--- src/rtl/stepper_pkg.sv ---
// Shared definitions for the stepper command queue.
//   state_t         : sequencer FSM states
//   STEP_DIR_BIT    : direction bit inside the sign-magnitude step word
//   WATCHDOG_CYCLES : START cycles allowed before the driver is declared dead
//   cmd_t           : one queued command record (steps, speed)
package stepper_pkg;

  typedef enum logic [2:0] {
    ST_IDLE    = 3'd0,
    ST_LOAD    = 3'd1,
    ST_START   = 3'd2,
    ST_RUN     = 3'd3,
    ST_RELEASE = 3'd4
  } state_t;

  localparam int STEP_DIR_BIT    = 31;
  localparam int WATCHDOG_CYCLES = 8;
  localparam logic [3:0] WD_LAST = 4'(WATCHDOG_CYCLES - 1);

  typedef struct packed {
    logic [31:0] steps;
    logic [31:0] speed;
  } cmd_t;

  // A zero speed would stall the driver's half-period counter; run at the fastest rate instead.
  function automatic logic [31:0] clamp_speed(input logic [31:0] speed);
    logic [31:0] res;
    if (speed == 32'd0) begin
      res = 32'd1;
    end else begin
      res = speed;
    end
    return res;
  endfunction

endpackage

--- src/rtl/stepper_cmd_fifo.sv ---
// Synchronous command FIFO, DEPTH x 64 bits, with occupancy output.
// Ports:
//   clk, reset_n       : clock, synchronous active-low reset
//   clear              : synchronous flush of all entries
//   wr_en, wr_data     : push (ignored when full)
//   rd_en, rd_data     : pop; rd_data shows the head entry combinationally
//   level, full, empty : occupancy status
module stepper_cmd_fifo #(
  parameter int DEPTH = 16
) (
  input  logic                     clk,
  input  logic                     reset_n,
  input  logic                     clear,
  input  logic                     wr_en,
  input  logic [63:0]              wr_data,
  input  logic                     rd_en,
  output logic [63:0]              rd_data,
  output logic [$clog2(DEPTH):0]   level,
  output logic                     full,
  output logic                     empty
);

  localparam int AW = $clog2(DEPTH);

  logic [63:0]   mem_r [DEPTH];
  logic [AW-1:0] wr_ptr_r;
  logic [AW-1:0] rd_ptr_r;
  logic [AW:0]   level_r;
  logic          wr_ok_s;
  logic          rd_ok_s;

  assign full    = (level_r == (AW+1)'(DEPTH));
  assign empty   = (level_r == '0);
  assign wr_ok_s = wr_en && !full;
  assign rd_ok_s = rd_en && !empty;
  assign rd_data = mem_r[rd_ptr_r];
  assign level   = level_r;

  // Pointer and occupancy bookkeeping; pointers wrap naturally since DEPTH is a power of two.
  always_ff @(posedge clk) begin
    if (!reset_n || clear) begin
      wr_ptr_r <= '0;
      rd_ptr_r <= '0;
      level_r  <= '0;
    end else begin
      if (wr_ok_s) begin
        wr_ptr_r <= wr_ptr_r + AW'(1'b1);
      end
      if (rd_ok_s) begin
        rd_ptr_r <= rd_ptr_r + AW'(1'b1);
      end
      case ({wr_ok_s, rd_ok_s})
        2'b10:   level_r <= level_r + (AW+1)'(1'b1);
        2'b01:   level_r <= level_r - (AW+1)'(1'b1);
        default: level_r <= level_r;
      endcase
    end
  end

  // Storage array; contents need no reset because the pointers define validity.
  always_ff @(posedge clk) begin
    if (wr_ok_s) begin
      mem_r[wr_ptr_r] <= wr_data;
    end
  end

endmodule

--- src/rtl/stepper_cmd_queue.sv ---
// Stepper command queue: buffers (steps, speed) commands and hands them to a
// stepper driver one at a time through a start_driving / stepper_driving handshake.
// Ports:
//   clk, reset_n                  : clock, synchronous active-low reset
//   cmd_steps, cmd_speed          : command write data (steps is sign-magnitude, bit31 = direction)
//   cmd_valid, cmd_ready          : command write handshake
//   flush                         : drop all queued commands and abort the active move
//   stepper_step_in, stepper_speed: active command held towards the driver
//   start_driving, stepper_driving: driver handshake
//   busy, level, done_pulse       : status
//   position                      : signed absolute step count
// Optional feature: define STEPPER_CMD_QUEUE_POSITION_EN to build the position
// accumulator; otherwise position is tied to zero.
module stepper_cmd_queue
  import stepper_pkg::*;
#(
  parameter int DEPTH = 16
) (
  input  logic                   clk,
  input  logic                   reset_n,
  input  logic [31:0]            cmd_steps,
  input  logic [31:0]            cmd_speed,
  input  logic                   cmd_valid,
  output logic                   cmd_ready,
  input  logic                   flush,
  output logic [31:0]            stepper_step_in,
  output logic [31:0]            stepper_speed,
  output logic                   start_driving,
  input  logic                   stepper_driving,
  output logic                   busy,
  output logic [$clog2(DEPTH):0] level,
  output logic                   done_pulse,
  output logic [31:0]            position
);

  state_t      state_r, state_nxt_s;
  logic [3:0]  wd_r, wd_nxt_s;
  logic        start_r, start_nxt_s;
  logic        done_r, done_nxt_s;
  logic [31:0] step_in_r;
  logic [31:0] speed_r;
  logic        pop_s;
  logic        fifo_wr_s;
  logic        fifo_full_s;
  logic        fifo_empty_s;
  logic [63:0] fifo_rd_s;
  cmd_t        wr_cmd_s;

  assign wr_cmd_s  = '{steps: cmd_steps, speed: cmd_speed};
  assign cmd_ready = !fifo_full_s && !flush;
  assign fifo_wr_s = cmd_valid && cmd_ready;

  stepper_cmd_fifo #(.DEPTH(DEPTH)) u_fifo (
    .clk     (clk),
    .reset_n (reset_n),
    .clear   (flush),
    .wr_en   (fifo_wr_s),
    .wr_data (wr_cmd_s),
    .rd_en   (pop_s),
    .rd_data (fifo_rd_s),
    .level   (level),
    .full    (fifo_full_s),
    .empty   (fifo_empty_s)
  );

  // Next-state, pop and registered-output decode for the sequencer.
  always_comb begin
    state_nxt_s = state_r;
    wd_nxt_s    = wd_r;
    done_nxt_s  = 1'b0;
    pop_s       = 1'b0;
    case (state_r)
      ST_IDLE: begin
        if (!flush && !fifo_empty_s) begin
          pop_s       = 1'b1;
          state_nxt_s = ST_LOAD;
        end else begin
          state_nxt_s = ST_IDLE;
        end
      end
      ST_LOAD: begin
        if (flush) begin
          state_nxt_s = ST_IDLE;
        end else if (step_in_r[30:0] == 31'd0) begin
          // Zero-length move: report it done without bothering the driver.
          done_nxt_s  = 1'b1;
          state_nxt_s = ST_IDLE;
        end else begin
          wd_nxt_s    = 4'd0;
          state_nxt_s = ST_START;
        end
      end
      ST_START: begin
        if (flush) begin
          state_nxt_s = ST_RELEASE;
        end else if (stepper_driving) begin
          state_nxt_s = ST_RUN;
        end else if (wd_r == WD_LAST) begin
          done_nxt_s  = 1'b1;
          state_nxt_s = ST_RELEASE;
        end else begin
          wd_nxt_s = wd_r + 4'd1;
        end
      end
      ST_RUN: begin
        if (flush) begin
          state_nxt_s = ST_RELEASE;
        end else if (!stepper_driving) begin
          done_nxt_s  = 1'b1;
          state_nxt_s = ST_RELEASE;
        end else begin
          state_nxt_s = ST_RUN;
        end
      end
      ST_RELEASE: begin
        state_nxt_s = ST_IDLE;
      end
      default: begin
        state_nxt_s = ST_IDLE;
      end
    endcase
    // start_driving is registered from the next state so it is glitch-free and
    // drops on the same edge that leaves RUN (including a flush-driven exit).
    start_nxt_s = (state_nxt_s == ST_START) || (state_nxt_s == ST_RUN);
  end

  // State, watchdog and output registers; command registers load only on a pop.
  always_ff @(posedge clk) begin
    if (!reset_n) begin
      state_r   <= ST_IDLE;
      wd_r      <= 4'd0;
      start_r   <= 1'b0;
      done_r    <= 1'b0;
      step_in_r <= 32'd0;
      speed_r   <= 32'd1;
    end else begin
      state_r <= state_nxt_s;
      wd_r    <= wd_nxt_s;
      start_r <= start_nxt_s;
      done_r  <= done_nxt_s;
      if (pop_s) begin
        step_in_r <= fifo_rd_s[63:32];
        speed_r   <= clamp_speed(fifo_rd_s[31:0]);
      end
    end
  end

  assign stepper_step_in = step_in_r;
  assign stepper_speed   = speed_r;
  assign start_driving   = start_r;
  assign done_pulse      = done_r;
  assign busy            = (state_r != ST_IDLE) || !fifo_empty_s;

`ifdef STEPPER_CMD_QUEUE_POSITION_EN
  logic [31:0] position_r;
  logic        pos_upd_s;

  // Only a move the driver actually finished counts; flush and watchdog exits do not.
  assign pos_upd_s = (state_r == ST_RUN) && !flush && !stepper_driving;

  // Position accumulator, modulo 2^32.
  always_ff @(posedge clk) begin
    if (!reset_n) begin
      position_r <= 32'd0;
    end else if (pos_upd_s) begin
      if (step_in_r[STEP_DIR_BIT]) begin
        position_r <= position_r - {1'b0, step_in_r[30:0]};
      end else begin
        position_r <= position_r + {1'b0, step_in_r[30:0]};
      end
    end
  end

  assign position = position_r;
`else
  assign position = 32'd0;
`endif

endmodule
--- config.mk ---
export PLATFORM = sky130hd
export DESIGN_NAME = stepper_cmd_queue
export DESIGN_NICKNAME = d
export VERILOG_FILES = /design/src/rtl/stepper_pkg.sv /design/src/rtl/stepper_cmd_fifo.sv /design/src/rtl/stepper_cmd_queue.sv
export SDC_FILE = /design/constraint.sdc
export NUM_CORES = 1
export LEC_CHECK = 0
export BUFFER_PORTS_ARGS = -buffer_cell sky130_fd_sc_hd__buf_2
export CORE_MARGIN = 3
export CORE_UTILIZATION = 50
export CTS_CLUSTER_DIAMETER = 40
export DETAILED_ROUTE_END_ITERATION = 10
export GPL_ROUTABILITY_DRIVEN = 1
export PLACE_DENSITY = 0.63
export SLEW_MARGIN = 20
export SYNTH_ARGS = -nofsm -noshare
export SYNTH_HDL_FRONTEND = slang
export SYNTH_HIERARCHICAL = 1
export SYNTH_SLANG_ARGS = --single-unit
--- constraint.sdc ---
create_clock -name clk -period 7.8 [get_ports clk]
set_input_delay 1.17 -clock clk [delete_from_list [all_inputs] [get_ports clk]]
set_output_delay 1.17 -clock clk [all_outputs]
set_load 0.01 [all_outputs]
# Word level (Yosys, flattened, before mapping)
# Memory sizes are Yosys's and may differ from the RTL's. A register that Yosys moved wholly into a read port is not among the register bits.
# Cells that the tools add are included.
[word_totals]
ff_bits = 86
mem_bits_rw = 1024
in_bits = 69
output_inout_bits = 105
word_cells = 80
mem_count = 1
[mem_list]
columns = ["memory", "depth", "word_bits", "rd", "rd_clocked_by_memory_dff", "wr", "line_no", "source"]
rows = [
  ["u_fifo.mem_r", 16, 64, 1, 1, 1, "stepper_cmd_fifo.sv:25", "logic [63:0] mem_r [DEPTH];"],
]
[op_classes]
n_addsub = 5
n_eq_ne = 14
n_mux = 31
reduce_logical = 20
[ops]
columns = ["op", "n"]
rows = [
  ["$logic_not A32 Y1", 1],
  ["$mux W32", 1],
  ["$logic_not A31 Y1", 1],
  ["$mux W4", 7],
  ["$mux W3", 5],
  ["$add A4 B1 Y4 const B", 3],
  ["$eq A3 B2 Y1 const B", 4],
  ["$mux W1", 12],
  ["$pmux W3 S4", 1],
  ["$ne A2 B2 Y1 const B", 5],
  ["$pmux W5 S2", 1],
  ["$pmux W4 S2", 1],
  ["$reduce_and A6 Y1", 1],
  ["$add A5 B1 Y5 const B", 1],
  ["$eq A5 B5 Y1 const B", 1],
  ["$logic_and A1 B1 Y1", 5],
  ["$logic_not A5 Y1", 1],
  ["$sub A5 B1 Y5 const B", 1],
  ["$eq A4 B3 Y1 const B", 1],
  ["$logic_not A1 Y1", 4],
  ["$mux W2", 2],
  ["$reduce_bool A2 Y1", 2],
  ["$eq A3 B1 Y1 const B", 1],
  ["$logic_not A3 Y1", 1],
  ["other kinds (5)", 7],
]

# Logic depth before layout (Yosys ltp)
[depth]
word_depth = 8
depth_mapped = 18
ltp_nobuf = 14

# By module
# The synthesis kept the hierarchy.
[modules_own_cells]
columns = ["module", "instances", "cells_per_inst", "area_per_inst_um2", "seq_area_each_um2"]
rows = [
  ["stepper_cmd_fifo", 1, 1687, 39218.9, 31089.8],
  ["stepper_cmd_queue", 1, 393, 3264.4, 1461.4],
]

# Worst setup path before layout
# OpenSTA, ideal clock, no wires.
[synth_timing]
path_kind = "in2reg"
startpoint = "input port flush"
endpoint = "memory u_fifo.mem_r[0][0] (enable)"
setup_ns = 0.565
arrival_ns = 6.275
t_required_ns = 7.235
setup_slack_ns = 0.961
path_stages = 5
path_buffers = 0
path_cell_list = "nor2_1 -> and2_1 -> o21a_4 -> nand2_1 -> nor3_1"
[synth_between]
elab_chain_len = 6
[synth_rtl]
columns = ["item", "line_no", "source"]
rows = [
  ["from (decl)", "stepper_cmd_queue.sv:25", "input logic flush,"],
  ["$logic_not A1 Y1", "stepper_cmd_queue.sv:50", "assign cmd_ready = !fifo_full_s && !flush;"],
  ["$logic_and A1 B1 Y1", "stepper_cmd_queue.sv:50", ""],
  ["$logic_and A1 B1 Y1", "stepper_cmd_queue.sv:51", "assign fifo_wr_s = cmd_valid && cmd_ready;"],
  ["via fifo_wr_s", "stepper_cmd_queue.sv:43", "logic fifo_wr_s;"],
  ["$logic_and A1 B1 Y1", "stepper_cmd_fifo.sv:34", "assign wr_ok_s = wr_en && !full;"],
  ["$mux W1", "stepper_cmd_fifo.sv:62", "if (wr_ok_s) begin"],
  ["$mux W1 (implied by the code)", "stepper_cmd_fifo.sv:63", "mem_r[wr_ptr_r] <= wr_data;"],
  ["to (decl)", "stepper_cmd_fifo.sv:25", ""],
]
# The timed path passes the listed nets, and every way through them passes these cells.

# Final worst setup path
[layout_timing]
startpoint = "register u_fifo.level_r[1] (netlist: u_fifo/level[1])"
endpoint = "register u_fifo.level_r[4] (netlist: u_fifo/level[4])"
[layout_between]
elab_chain_len = 8
elab_cells_between_ends = 17
classes_between = "add/sub (2); eq/ne (3); mux (3); reduce/logical (9)"
[layout_rtl]
columns = ["item", "line_no", "source"]
rows = [
  ["from (decl)", "stepper_cmd_fifo.sv:28", "logic [AW:0] level_r;"],
  ["from (signal assigned)", "stepper_cmd_fifo.sv:53", "2'b10: level_r <= level_r + (AW+1)'(1'b1);"],
  ["from (signal assigned)", "stepper_cmd_fifo.sv:54", "2'b01: level_r <= level_r - (AW+1)'(1'b1);"],
  ["from (signal assigned)", "stepper_cmd_fifo.sv:55", "default: level_r <= level_r;"],
  ["$logic_not A5 Y1 (*)", "stepper_cmd_fifo.sv:33", "assign empty = (level_r == '0);"],
  ["via fifo_empty_s", "stepper_cmd_queue.sv:45", "logic fifo_empty_s;"],
  ["$logic_not A1 Y1 (*)", "stepper_cmd_fifo.sv:35, stepper_cmd_queue.sv:74", ""],
  ["$logic_and A1 B1 Y1", "stepper_cmd_queue.sv:74", "if (!flush && !fifo_empty_s) begin"],
  ["$mux W1", "stepper_cmd_queue.sv:74", ""],
  ["$mux W1", "stepper_cmd_queue.sv:72", "case (state_r)"],
  ["$logic_and A1 B1 Y1 (*)", "stepper_cmd_fifo.sv:35", "assign rd_ok_s = rd_en && !empty;"],
  ["via u_fifo.rd_ok_s", "stepper_cmd_fifo.sv:30", "logic rd_ok_s;"],
  ["$eq A2 B1 Y1 / $eq A2 B2 Y1 (equally long branches)", "stepper_cmd_fifo.sv:52", "case ({wr_ok_s, rd_ok_s})"],
  ["$pmux W5 S2 / $reduce_bool A2 Y1 (equally long branches)", "n/a", ""],
]
# Mark *: on every way through the listed nets, which the timed path passes. The rest lies on a longest branch.
# A chain may end at the register's enable or synchronous reset.

==> impl_metrics.py <==
metrics = {
    "synth": {
        "ys_warn_count": 6,
        "async_flop_share_pct": 0,
        "synth_top_area_share_pct": 72.38,
        "yosysSeqAreaShare_pct": 76.62,
        "synth_edf_count": 1024,
        "ys_types": 61,
        "mappedNetlistArea_um2": 42480,
        "synth.avg_cell_area_um2": 20.42,
        "synth_area_leaders": "edfxtp_1 72%, mux4_2 14%, dfxtp_1 4.2%",
        "synth_top_cell_by_area": "edfxtp_1",
        "synthFlopType": "edfxtp_1",
        "syn_inst": 2080,
        "ys_seq_elements": 1114,
    },
    "placement": {
        "dp_hpwl_um": 50870,
        "gp_congestion": 0.7735,
        "port_buffers": 141,
    },
    "drt": {
        "wl_per_cell_um": 27.53,
        "drc": 0,
        "drtAntennaViolNets": 0,
        "first_pass_iters": 5,
        "vias": 20980,
        "routed_via_density": 5.916,
        "finalWirelength_um": 97600,
        "drt-initial-drc-count": 1921,
    },
    "finish": {
        "final_common_cell": "edfxtp_1",
        "area_growth_pct": 16.09,
        "mostFrequentLayoutCells": "1024 x edfxtp_1, 256 x mux4_2, 203 x nand2_1",
        "nNetsFinal": 2369,
        "drive_gt1_share_pct": 29.33,
    },
    "floorplanning": {
        "rows": 106,
        "die_y_um": 297.5,
        "design.die.area_um2": 88500,
        "coreArea_um2": 83950,
        "dieWidth_um": 297.5,
        "start_util_pct": 50.60,
        "pin_count": 174,
    },
    "worst_setup_path": {
        "ff2ff_path_depth": 14,
        "worst-setup-path-type": "flip-flop to flip-flop",
        "path_cells": "or4_4 -> nor2_1 -> nor3_1 -> nand2_4 -> inv_2 -> o21ai_4 -> inv_1 -> ha_1 -> xor2_1 -> ha_1 -> inv_1 -> o221ai_1 -> a221oi_1 -> mux2i_1",
        "critPathLaunchType": "flip-flop",
        "crit_required_ps": 8440,
        "critPathArrivalTime_ps": 5290,
        "crit_path_end_kind": "flip-flop",
        "cp_top_family": "simple AND/OR/NAND/NOR gates",
        "cp_slowest_cell": "nand2_4",
        "worst-path-buf-inv": 3,
        "slowest_delay_ps": 670,
        "crit_cells": 14,
        "critPathMaxFanout": 66,
    },
    "global_route": {
        "grt.total_usage_pct": 22.34,
        "antenna_found_initial": 13,
        "grt_pass1_vias": 22100,
        "grt_pass1_wl_um": 144700,
        "grt_max_degree": 103,
        "grt-ovfl-total": 0,
    },
    "timing": {
        "holdWs_ps": 452.9,
        "maxSlewHeadroom_pct": 23.59,
        "fin_tns_setup_ps": 0,
        "setup_viol": 0,
        "tightest_slew_ps": 1144,
        "skew_ps": 25.86,
        "hold_viol_final": 0,
        "finalCriticalPeriod_ps": 4645,
        "grt_setup_unrepaired": "no",
        "slew_violations": 0,
        "fmax_mhz": 215.3,
        "min_period_over_period_pct": 59.55,
    },
    "clock_tree": {
        "cts_buffer_depth": 3,
        "cts_tree": "done",
        "htreeDepth": 4,
        "clk_latency_ps": 730,
        "cts_setup_buffers": 0,
        "cts-root-buf": "clkbuf_16",
        "clock-sinks": 1114,
        "path_clk_slew_ps": 50,
        "cts_resized": 0,
        "cts_buffers": 138,
        "cts_hold_buffers": 0,
    },
    "power_and_ir_drop": {
        "powerDensity_nw_per_um2": 271.2,
        "vdd_drop_max_v": 0.0002282,
        "cellLeakagePower_nw": 15.85,
    },
    "worst_hold_path": {
        "whs_path_depth": 2,
        "hold_class": "flip-flop to flip-flop",
    },
    "run": {
        "maxCapViolCount": 0,
    },
    "status": {
        "status": "completed",
    },
}
==> cells by family (layout without fill, tap and decap cells) <==
group	after synthesis	in the layout	synth area share (%)
and+or+nand+nor	307	307	3.178
DFF	1114	1114	76.62
other	1	40	0.008827
adders and majority gates	9	9	0.2651
AOI/OAI and AO/OA	223	223	4.017
xor gates and xnor gates	7	7	0.1443
buffers and inverters	157	450	2.050
muxes	262	262	13.72
==> metrics by stage <==
step / power [mW] / utilization (%) / setup WS, ps / instance area, um2 / cells
floorplan: 6.778 / - / 960.8 / 42600 / 2111
global placement: 6.883 / 52.92 / 2881 / 44430 / 3285
detailed placement: 6.896 / 52.92 / 2770 / 44430 / 3285
CTS: 13.50 / 58.72 / 3261 / 49300 / 3538
global route: 13.77 / 58.73 / 2906 / 49310 / 3541
finish: 13.38 / 58.75 / 3155 / 49320 / 3546
==> final timing paths <==
kind	startpoint	end	slack [ps]
max	u_fifo/level[1]	u_fifo/level[4]	3160
min	stepper_speed[4]	stepper_speed[4]	450
max reg2reg	u_fifo/level[1]	u_fifo/level[4]	3160
min reg2reg	stepper_speed[4]	stepper_speed[4]	450
==> synthesized netlist by cell type (2+ instances only) <==
library cell  count
edfxtp_1       1024
mux4_2          256
nand2_1         204
a22oi_1         128
dfxtp_1          90
buf_4            63
a21boi_1         51
clkbuf_1         49
nor2_1           36
buf_1            17
nor4_1           15
a21boi_0         12
buf_2            12
inv_1            11
ha_1              9
nand2b_1          7
nand4_1           7
nor3_1            6
xor2_1            6
mux2i_1           5
nor2b_1           5
o21ai_0           5
a21oi_1           4
buf_6             4
nand3_1           4
nor3b_1           4
o211ai_1          4
and2_1            3
nand3b_1          3
a41o_1            2
and3_1            2
o21a_1            2
or3_1             2
==> worst min-delay path, stage by stage, from the launching register on <==
cell      delay, ps
dfxtp_1         300
nand2_1          50
a21boi_1         50
==> metal layers <==
layer	global-route usage [%]	wire (um)	vias to the layer above
li1	-	-	8947
met1	28.77	37860	11130
met2	38.00	50360	723
met3	4.510	6479	178
met4	8.082	2896	2
met5	0	13	-
==> sequential cells by signal, indices dropped and copies added, names as in the netlist, named ones only <==
signal           cells
u_fifo/mem_r      1024
stepper_speed       32
stepper_step_in     32
u_fifo/level         5
u_fifo/rd_ptr_r      4
u_fifo/wr_ptr_r      4
wd_r                 4
state_r              3
done_pulse           1
start_driving        1
==> where the power goes <==
group,leakage (nW),internal [mW],switching [mW]
logic,3.55,0.0566,0.158
registers,9.95,6.54,0.0109
clock network,2.35,4.09,2.52
==> cell type report <==
type / instances / area [um2]
fillers: 6057 / 34630
flip-flops and latches: 1114 / 32560
multi-input cells: 840 / 9320
clock buffers: 160 / 3660
well taps: 1134 / 1419
clock inverters: 93 / 1211
repair buffers: 185 / 1086
inverters: 12 / 45.04
diodes: 8 / 20.02
Note: power is estimated with default switching activity, not from simulation.
